[src/rtl/tank_pkg.sv]
// Shared keycodes, direction encoding and held-set types for the tank keyboard path.
package tank_pkg;

  localparam int unsigned KEY_W = 8;
  localparam int unsigned DIR_N = 4;

  localparam logic [KEY_W-1:0] KC_NONE     = 8'd0;
  localparam logic [KEY_W-1:0] KC_ROLLOVER = 8'd1;

  localparam logic [KEY_W-1:0] KC_P1_UP    = 8'd26;
  localparam logic [KEY_W-1:0] KC_P1_DOWN  = 8'd22;
  localparam logic [KEY_W-1:0] KC_P1_LEFT  = 8'd4;
  localparam logic [KEY_W-1:0] KC_P1_RIGHT = 8'd7;
  localparam logic [KEY_W-1:0] KC_P1_FIRE  = 8'd44;

  localparam logic [KEY_W-1:0] KC_P2_UP    = 8'd82;
  localparam logic [KEY_W-1:0] KC_P2_DOWN  = 8'd81;
  localparam logic [KEY_W-1:0] KC_P2_LEFT  = 8'd80;
  localparam logic [KEY_W-1:0] KC_P2_RIGHT = 8'd79;
  localparam logic [KEY_W-1:0] KC_P2_FIRE  = 8'd40;

  // Matches the tank direction port; the value doubles as the held-set bit index.
  typedef enum logic [1:0] {
    DIR_LEFT  = 2'b00,
    DIR_RIGHT = 2'b01,
    DIR_DOWN  = 2'b10,
    DIR_UP    = 2'b11
  } dir_e;

  typedef logic [DIR_N-1:0] held_t;
  typedef logic [DIR_N-1:0][KEY_W-1:0] code_tbl_t;

  localparam code_tbl_t P1_CODES = {KC_P1_UP, KC_P1_DOWN, KC_P1_RIGHT, KC_P1_LEFT};
  localparam code_tbl_t P2_CODES = {KC_P2_UP, KC_P2_DOWN, KC_P2_RIGHT, KC_P2_LEFT};

  typedef enum logic {
    ST_COLLECT = 1'b0,
    ST_COMMIT  = 1'b1
  } kr_state_e;

  function automatic held_t decode_dir(input logic [KEY_W-1:0] kc, input code_tbl_t tbl);
    held_t d;
    d = '0;
    for (int i = 0; i < DIR_N; i++) d[i] = (kc == tbl[i]);
    return d;
  endfunction

  // Priority up > down > left > right; result is don't-care for an empty set.
  function automatic dir_e top_dir(input held_t s);
    if (s[DIR_UP])        return DIR_UP;
    else if (s[DIR_DOWN]) return DIR_DOWN;
    else if (s[DIR_LEFT]) return DIR_LEFT;
    else                  return DIR_RIGHT;
  endfunction

endpackage

[src/rtl/player_key_arbiter.sv]
// Per-player last-pressed-wins arbiter with frame-latched keycode and fire outputs.
// Fire logic exists only when KEY_ROUTER_FIRE_EN is defined.
module player_key_arbiter
  import tank_pkg::*;
#(
  parameter code_tbl_t CODES = P1_CODES
) (
  input  logic             Clk,
  input  logic             Reset_n,
  input  held_t            shadow_dir,
`ifdef KEY_ROUTER_FIRE_EN
  input  logic             shadow_fire,
  output logic             fire,
`endif
  input  logic             commit,
  input  logic             frame_tick,
  output logic [KEY_W-1:0] keycode
);

  held_t held;
  logic  active_vld;
  dir_e  active_dir;

  held_t newly;
  logic  act_vld_nxt;
  dir_e  act_dir_nxt;

  // Newest press wins; otherwise keep the current key while it stays down.
  always_comb begin
    newly       = shadow_dir & ~held;
    act_vld_nxt = active_vld;
    act_dir_nxt = active_dir;
    if (|newly) begin
      act_vld_nxt = 1'b1;
      act_dir_nxt = top_dir(newly);
    end else if (!(active_vld && shadow_dir[active_dir])) begin
      act_vld_nxt = |shadow_dir;
      act_dir_nxt = top_dir(shadow_dir);
    end
  end

  always_ff @(posedge Clk or negedge Reset_n) begin
    if (!Reset_n) begin
      held       <= '0;
      active_vld <= 1'b0;
      active_dir <= DIR_LEFT;
      keycode    <= '0;
    end else begin
      if (commit) begin
        held       <= shadow_dir;
        active_vld <= act_vld_nxt;
        active_dir <= act_dir_nxt;
      end
      if (frame_tick) keycode <= active_vld ? CODES[active_dir] : KC_NONE;
    end
  end

`ifdef KEY_ROUTER_FIRE_EN
  logic fire_held;
  logic fire_pend;

  // A press edge committed alongside a tick wins over the tick's clear.
  always_ff @(posedge Clk or negedge Reset_n) begin
    if (!Reset_n) begin
      fire_held <= 1'b0;
      fire_pend <= 1'b0;
      fire      <= 1'b0;
    end else begin
      if (commit) fire_held <= shadow_fire;
      if (commit && shadow_fire && !fire_held) fire_pend <= 1'b1;
      else if (frame_tick)                     fire_pend <= 1'b0;
      if (frame_tick) fire <= fire_pend;
    end
  end
`endif

endmodule

[src/rtl/key_router.sv]
// HID boot-report slot collector feeding two player arbiters.
// Define KEY_ROUTER_FIRE_EN to build fire decoding and fire outputs.
module key_router
  import tank_pkg::*;
#(
  parameter int unsigned REPORT_SLOTS = 6
) (
  input  logic             Clk,
  input  logic             Reset_n,
  input  logic [KEY_W-1:0] key_data,
  input  logic             key_valid,
  input  logic             key_last,
  output logic             key_ready,
  input  logic             frame_tick,
  output logic [KEY_W-1:0] keycode_p1,
  output logic [KEY_W-1:0] keycode_p2,
  output logic             fire_p1,
  output logic             fire_p2,
  output logic             report_err
);

  localparam int unsigned CNT_W    = 3;
  localparam logic [CNT_W-1:0] SLOT_LIM = CNT_W'(REPORT_SLOTS);

  kr_state_e        state;
  kr_state_e        state_nxt;
  logic [CNT_W-1:0] slot_cnt;
  logic             rollover;
  held_t            shadow_p1;
  held_t            shadow_p2;

  logic  accept;
  logic  take;
  logic  commit;
  logic  commit_ok;
  held_t slot_p1;
  held_t slot_p2;

  assign accept    = key_valid && key_ready;
  assign take      = accept && (slot_cnt < SLOT_LIM);
  assign commit    = (state == ST_COMMIT);
  assign commit_ok = commit && !rollover;
  assign slot_p1   = decode_dir(key_data, P1_CODES);
  assign slot_p2   = decode_dir(key_data, P2_CODES);

  always_comb begin
    state_nxt = state;
    case (state)
      ST_COLLECT: if (accept && key_last) state_nxt = ST_COMMIT;
      ST_COMMIT:  state_nxt = ST_COLLECT;
      default:    state_nxt = ST_COLLECT;
    endcase
  end

  always_ff @(posedge Clk or negedge Reset_n) begin
    if (!Reset_n) begin
      state     <= ST_COLLECT;
      key_ready <= 1'b1;
    end else begin
      state     <= state_nxt;
      key_ready <= (state_nxt == ST_COLLECT);
    end
  end

  // Shadow accumulation; COMMIT hands the shadow to the arbiters and clears it.
  always_ff @(posedge Clk or negedge Reset_n) begin
    if (!Reset_n) begin
      slot_cnt   <= '0;
      rollover   <= 1'b0;
      shadow_p1  <= '0;
      shadow_p2  <= '0;
      report_err <= 1'b0;
    end else if (commit) begin
      slot_cnt  <= '0;
      rollover  <= 1'b0;
      shadow_p1 <= '0;
      shadow_p2 <= '0;
      if (rollover) report_err <= 1'b1;
    end else if (take) begin
      slot_cnt  <= slot_cnt + CNT_W'(1);
      shadow_p1 <= shadow_p1 | slot_p1;
      shadow_p2 <= shadow_p2 | slot_p2;
      if (key_data == KC_ROLLOVER) rollover <= 1'b1;
    end
  end

`ifdef KEY_ROUTER_FIRE_EN
  logic shadow_f1;
  logic shadow_f2;

  always_ff @(posedge Clk or negedge Reset_n) begin
    if (!Reset_n) begin
      shadow_f1 <= 1'b0;
      shadow_f2 <= 1'b0;
    end else if (commit) begin
      shadow_f1 <= 1'b0;
      shadow_f2 <= 1'b0;
    end else if (take) begin
      if (key_data == KC_P1_FIRE) shadow_f1 <= 1'b1;
      if (key_data == KC_P2_FIRE) shadow_f2 <= 1'b1;
    end
  end

  player_key_arbiter #(.CODES(P1_CODES)) u_arb_p1 (
    .Clk         (Clk),
    .Reset_n     (Reset_n),
    .shadow_dir  (shadow_p1),
    .shadow_fire (shadow_f1),
    .fire        (fire_p1),
    .commit      (commit_ok),
    .frame_tick  (frame_tick),
    .keycode     (keycode_p1)
  );

  player_key_arbiter #(.CODES(P2_CODES)) u_arb_p2 (
    .Clk         (Clk),
    .Reset_n     (Reset_n),
    .shadow_dir  (shadow_p2),
    .shadow_fire (shadow_f2),
    .fire        (fire_p2),
    .commit      (commit_ok),
    .frame_tick  (frame_tick),
    .keycode     (keycode_p2)
  );
`else
  assign fire_p1 = 1'b0;
  assign fire_p2 = 1'b0;

  player_key_arbiter #(.CODES(P1_CODES)) u_arb_p1 (
    .Clk        (Clk),
    .Reset_n    (Reset_n),
    .shadow_dir (shadow_p1),
    .commit     (commit_ok),
    .frame_tick (frame_tick),
    .keycode    (keycode_p1)
  );

  player_key_arbiter #(.CODES(P2_CODES)) u_arb_p2 (
    .Clk        (Clk),
    .Reset_n    (Reset_n),
    .shadow_dir (shadow_p2),
    .commit     (commit_ok),
    .frame_tick (frame_tick),
    .keycode    (keycode_p2)
  );
`endif

endmodule
[config.mk]
export PLATFORM = sky130hd
export DESIGN_NAME = key_router
export DESIGN_NICKNAME = d
export VERILOG_FILES = /design/src/rtl/tank_pkg.sv /design/src/rtl/player_key_arbiter.sv /design/src/rtl/key_router.sv
export SDC_FILE = /design/constraint.sdc
export NUM_CORES = 1
export LEC_CHECK = 0
export CORE_ASPECT_RATIO = 2
export CORE_UTILIZATION = 50
export DETAILED_ROUTE_END_ITERATION = 16
export GPL_TIMING_DRIVEN = 0
export PLACE_DENSITY = 0.76
export SYNTH_ARGS = -nofsm -noshare
export SYNTH_HDL_FRONTEND = slang
export SYNTH_SLANG_ARGS = --single-unit
[constraint.sdc]
create_clock -name Clk -period 2.2 [get_ports Clk]
set_input_delay 0.55 -clock Clk [delete_from_list [all_inputs] [get_ports Clk]]
set_output_delay 0.55 -clock Clk [all_outputs]
set_load 0.02 [all_outputs]
==> parameters.txt <==
Parameter                              Value

Status
  Outcome ... finished clean

Power
  P per Cell Area ... 649 nW/µm²
  Clk network pwr share ... 30.3%
  Register share of total power ... 54.4%
  Design internal power ... 0.00109 W
  Comb power frac ... 15.3%
  Total power of the final layout ... 0.00151 W
  Fraction of power spent switching nets ... 27.5%
  VDD IR-drop max ... 0.000579 V
  Net switching power figure ... 0.000415 W
  Lkg Pwr ... 1.05 nW

Clock tree
  Clock buffer count from CTS ... 5
  Clock tree from TritonCTS ... done
  Resized cells post-CTS ... 0
  H-tree depth ... 2
  TritonCTS sink count ... 39
  Maximum number of buffers from clock root to sink ... 2
  Worst-skew pair later-pin latency ... 0.29 ns
  Clock transition at the registers of the reported paths ... 0.07 ns
  Post-CTS Hold Buffers ... 0
  Buffer cell driving the clock tree root ... sky130_fd_sc_hd__clkbuf_8
  Post-CTS setup-driven buffer insertion count ... 0

Finish
  Cell area after layout ... 2320 µm²
  Final net count ... 234
  Fraction of final layout cells with drive strength greater than 1 ... 14.2%
  Antenna cells ... 0
  Number of fillers in the final layout ... 326
  Post-synthesis to final-layout area growth ... 20.8%

Placement
  Placement-stage worst setup slack ... 0.151 ns
  Routability-driven placement congestion ratio ... 0.789
  Placed cell areas ... 2240 µm²
  Number of port buffers ... 24
  Placed wire-length estimate ... 2910 µm

Synth
  Flip-flop and latch count after synthesis ... 39
  Most numerous cell in the Yosys netlist ... sky130_fd_sc_hd__dfrtp_1
  Mean post-synth cell area ... 10.6 µm²
  Share of synthesized flip-flops with an asynchronous set or reset ... 100%
  Leading register cell type out of synthesis ... sky130_fd_sc_hd__dfrtp_1
  Post-synth top area share ... 49.5%
  Leading cell types by total area after synthesis ... sky130_fd_sc_hd__dfrtp_1 (49%), sky130_fd_sc_hd__mux2_2 (4.7%), sky130_fd_sc_hd__o21ai_0 (4.2%)
  Synth Warn # ... 0
  Number of enable-type register cells in the synthesized netlist ... 0
  Area leader, netlist ... sky130_fd_sc_hd__dfrtp_1
  Number of unique standard cell types used by synthesis ... 40
  Commonest cells post-synth ... sky130_fd_sc_hd__dfrtp_1 (38), sky130_fd_sc_hd__inv_1 (17), sky130_fd_sc_hd__nor2_1 (16), sky130_fd_sc_hd__o21ai_0 (16)
  Syn Std Cell Area ... 1920 µm²
  Sequential element share of the synthesized area ... 50.8%
  Number of instances in the synthesized netlist ... 181

GRT
  GRT Util Overall ... 21.3%
  Pin count of the biggest net entering global routing ... 40
  Via count of the first global-routing pass ... 1448
  Overflow after GRT ... 0
  Number of antenna violations at the first check in global routing ... 0
  First-pass GRT wire length ... 6280 µm

Floorplanning
  Area of the die ... 4110 µm²
  Initial standard-cell utilization of the core ... 52.7%
  Placement row count ... 31
  Top Ports ... 33
  Placeable core region ... 3650 µm²
  Die width ... 45.8 µm
  Vertical extent of the die ... 89.7 µm

Timing
  Slew Limit Fails ... 0
  Worst Max-Slew Pin Slew ... 0.829 ns
  Slew Limit Headroom ... 44.7%
  Shortest period the worst path allows ... 1.98 ns
  Final period util ... 89.9%
  Setup repair after global routing missed its margin ... no
  Final setup viols ... 0
  Total count of hold-check failures in the final report ... 0
  Hold_ws ... 0.359 ns
  Highest clock frequency the design can meet ... 0.505 GHz
  Worst Skew ... 0.00493 ns
  Post-layout worst setup margin ... 0.221 ns

Worst setup path
  Number of cell instances on the worst register-to-register path ... 3
  Launch point of the critical path ... key_ready$_DFF_PN1_
  Logic depth of the worst setup path including buffers ... 1
  R2r startpoint ... u_arb_p1.active_dir[0]$_DFFE_PN0P_
  Arrival time reported for the critical path endpoint ... 1.43 ns
  Worst path bufs/invs ... 1
  FF-to-FF End ... u_arb_p1.active_dir[1]$_DFFE_PN0P_
  Cell-by-cell trace of the critical path ... clkdlybuf4s50_1
  Startpoint type of the worst setup path ... flip-flop
  Element type at the critical path end ... primary output
  Critical Path Slowest Stage Cell ... sky130_fd_sc_hd__clkdlybuf4s50_1
  R2r setup slk ... 0.49 ns
  Timing endpoint of the critical path ... key_ready
  Cell class contributing the biggest share of worst-path delay ... buffers and inverters
  Max FO, Critical Path ... 3
  Req. time, crit path ... 1.65 ns
  Classification of the worst setup path ... flip-flop to primary output
  Largest stage delay, worst path ... 0.60 ns

Drt
  Number of DRC violations after detailed-routing iteration 0 ... 42
  Number of vias per cell ... 5.49
  Initial DRT Pass Iterations ... 4
  Remaining routing DRC violations ... 0
  Remaining antenna violation count ... 0
  Average routed wire per standard cell ... 14.2 µm
  WL final ... 3810 µm
  Via count of the routed design ... 1471

Worst hold path
  Hold/Removal Path Class ... input port to async pin

Job
  Number of max-cap violations ... 0
routing by layer:
layer  global-route usage [%]  vias to the layer above  share of wire (%)
li1                         -                      704                  -
met1                     21.2                      707                 35
met2                     39.8                       51                 59
met3                     3.80                        9                3.9
met4                     10.2                        0                2.4
met5                        0                        -                  0
layout by cell type (no fill, tap or decap), types with 6 or more instances in the layout:
cell type / instances
sky130_fd_sc_hd__a41oi_1: 6
sky130_fd_sc_hd__buf_4: 8
sky130_fd_sc_hd__clkdlybuf4s50_1: 23
sky130_fd_sc_hd__conb_1: 7
sky130_fd_sc_hd__dfrtp_1: 38
sky130_fd_sc_hd__inv_1: 17
sky130_fd_sc_hd__mux2_2: 8
sky130_fd_sc_hd__nor2_1: 16
sky130_fd_sc_hd__nor2b_1: 6
sky130_fd_sc_hd__o21ai_0: 16
power by group through the flow:
stage / Clock (W) / Combinational (W) / Sequential (W)
CTS: 0.000470 / 0.000233 / 0.000822
global placement: 0 / 0.000222 / 0.000829
finish: 0.000457 / 0.000230 / 0.000821
detailed placement: 0 / 0.000232 / 0.000834
floorplan: 0 / 0.000133 / 0.000834
global route: 0.000490 / 0.000260 / 0.000826
stage by stage:
step / cells / setup TNS, ns / util [%]
after floorplan: 187 / 0 / -
after global placement: 260 / -9.04 / 61.6
after detailed placement: 260 / 0 / 61.5
after CTS: 268 / 0 / 63.7
after global routing: 268 / 0 / 63.7
final: 268 / 0 / 63.7
worst register-to-register path, stage by stage, from the launching register on:
cell                      delay [ns]
sky130_fd_sc_hd__dfrtp_1        0.46
sky130_fd_sc_hd__mux4_2         0.56
sky130_fd_sc_hd__a41oi_2        0.24
sky130_fd_sc_hd__mux2_1         0.34
how the worst min path moves through the flow:
stage / from / endpoint / slack, ns / cells after the start
2_1_floorplan: Reset_n / commit$_DFF_PN0_ / 0.25 / 0
3_3_place_gp: report_err$_DFFE_PN0P_ / report_err$_DFFE_PN0P_ / 0.45 / 1
3_5_place_dp: report_err$_DFFE_PN0P_ / report_err$_DFFE_PN0P_ / 0.45 / 1
4_1_cts: Reset_n / u_arb_p1.keycode[2]$_DFFE_PN0P_ / 0.39 / 1
5_1_grt: Reset_n / u_arb_p1.held[2]$_DFFE_PN0P_ / 0.44 / 1
6_report: Reset_n / u_arb_p1.active_vld$_DFFE_PN0P_ / 0.36 / 1
final cells by class:
type	count	area, µm²	area share, %
buffer	12	76.3	3.29
tap	49	61.3	2.64
clock inverter	1	5.00	0.216
timing repair buffer	24	235	10.1
inverter	17	63.8	2.75
clock buffer	7	76.3	3.29
sequential	39	977	42.1
multi-input combinational	119	827	35.6
kinds of logic after synthesis:
| logic type | after synthesis | share of synthesized area (%) |
|---|---|---|
| simple gates | 50 | 13.5 |
| compound gates | 42 | 15.4 |
| flops | 39 | 50.8 |
| buf+inv | 29 | 7.29 |
| mux | 15 | 9.83 |
| fa+ha+maj | 3 | 1.95 |
| xor+xnor | 2 | 0.912 |
| other cells | 1 | 0.195 |
sequential cells by signal, indices dropped and copies added (netlist names):
register,count
u_arb_p2.held,4
u_arb_p1.active_dir,2
shadow_p2,4
u_arb_p2.active_vld,1
u_arb_p1.active_vld,1
commit,1
slot_cnt,3
report_err,1
shadow_p1,4
u_arb_p1.keycode,5
rollover,1
u_arb_p1.held,4
u_arb_p2.keycode,5
key_ready,1
u_arb_p2.active_dir,2
(Power assumes the default switching activity.)
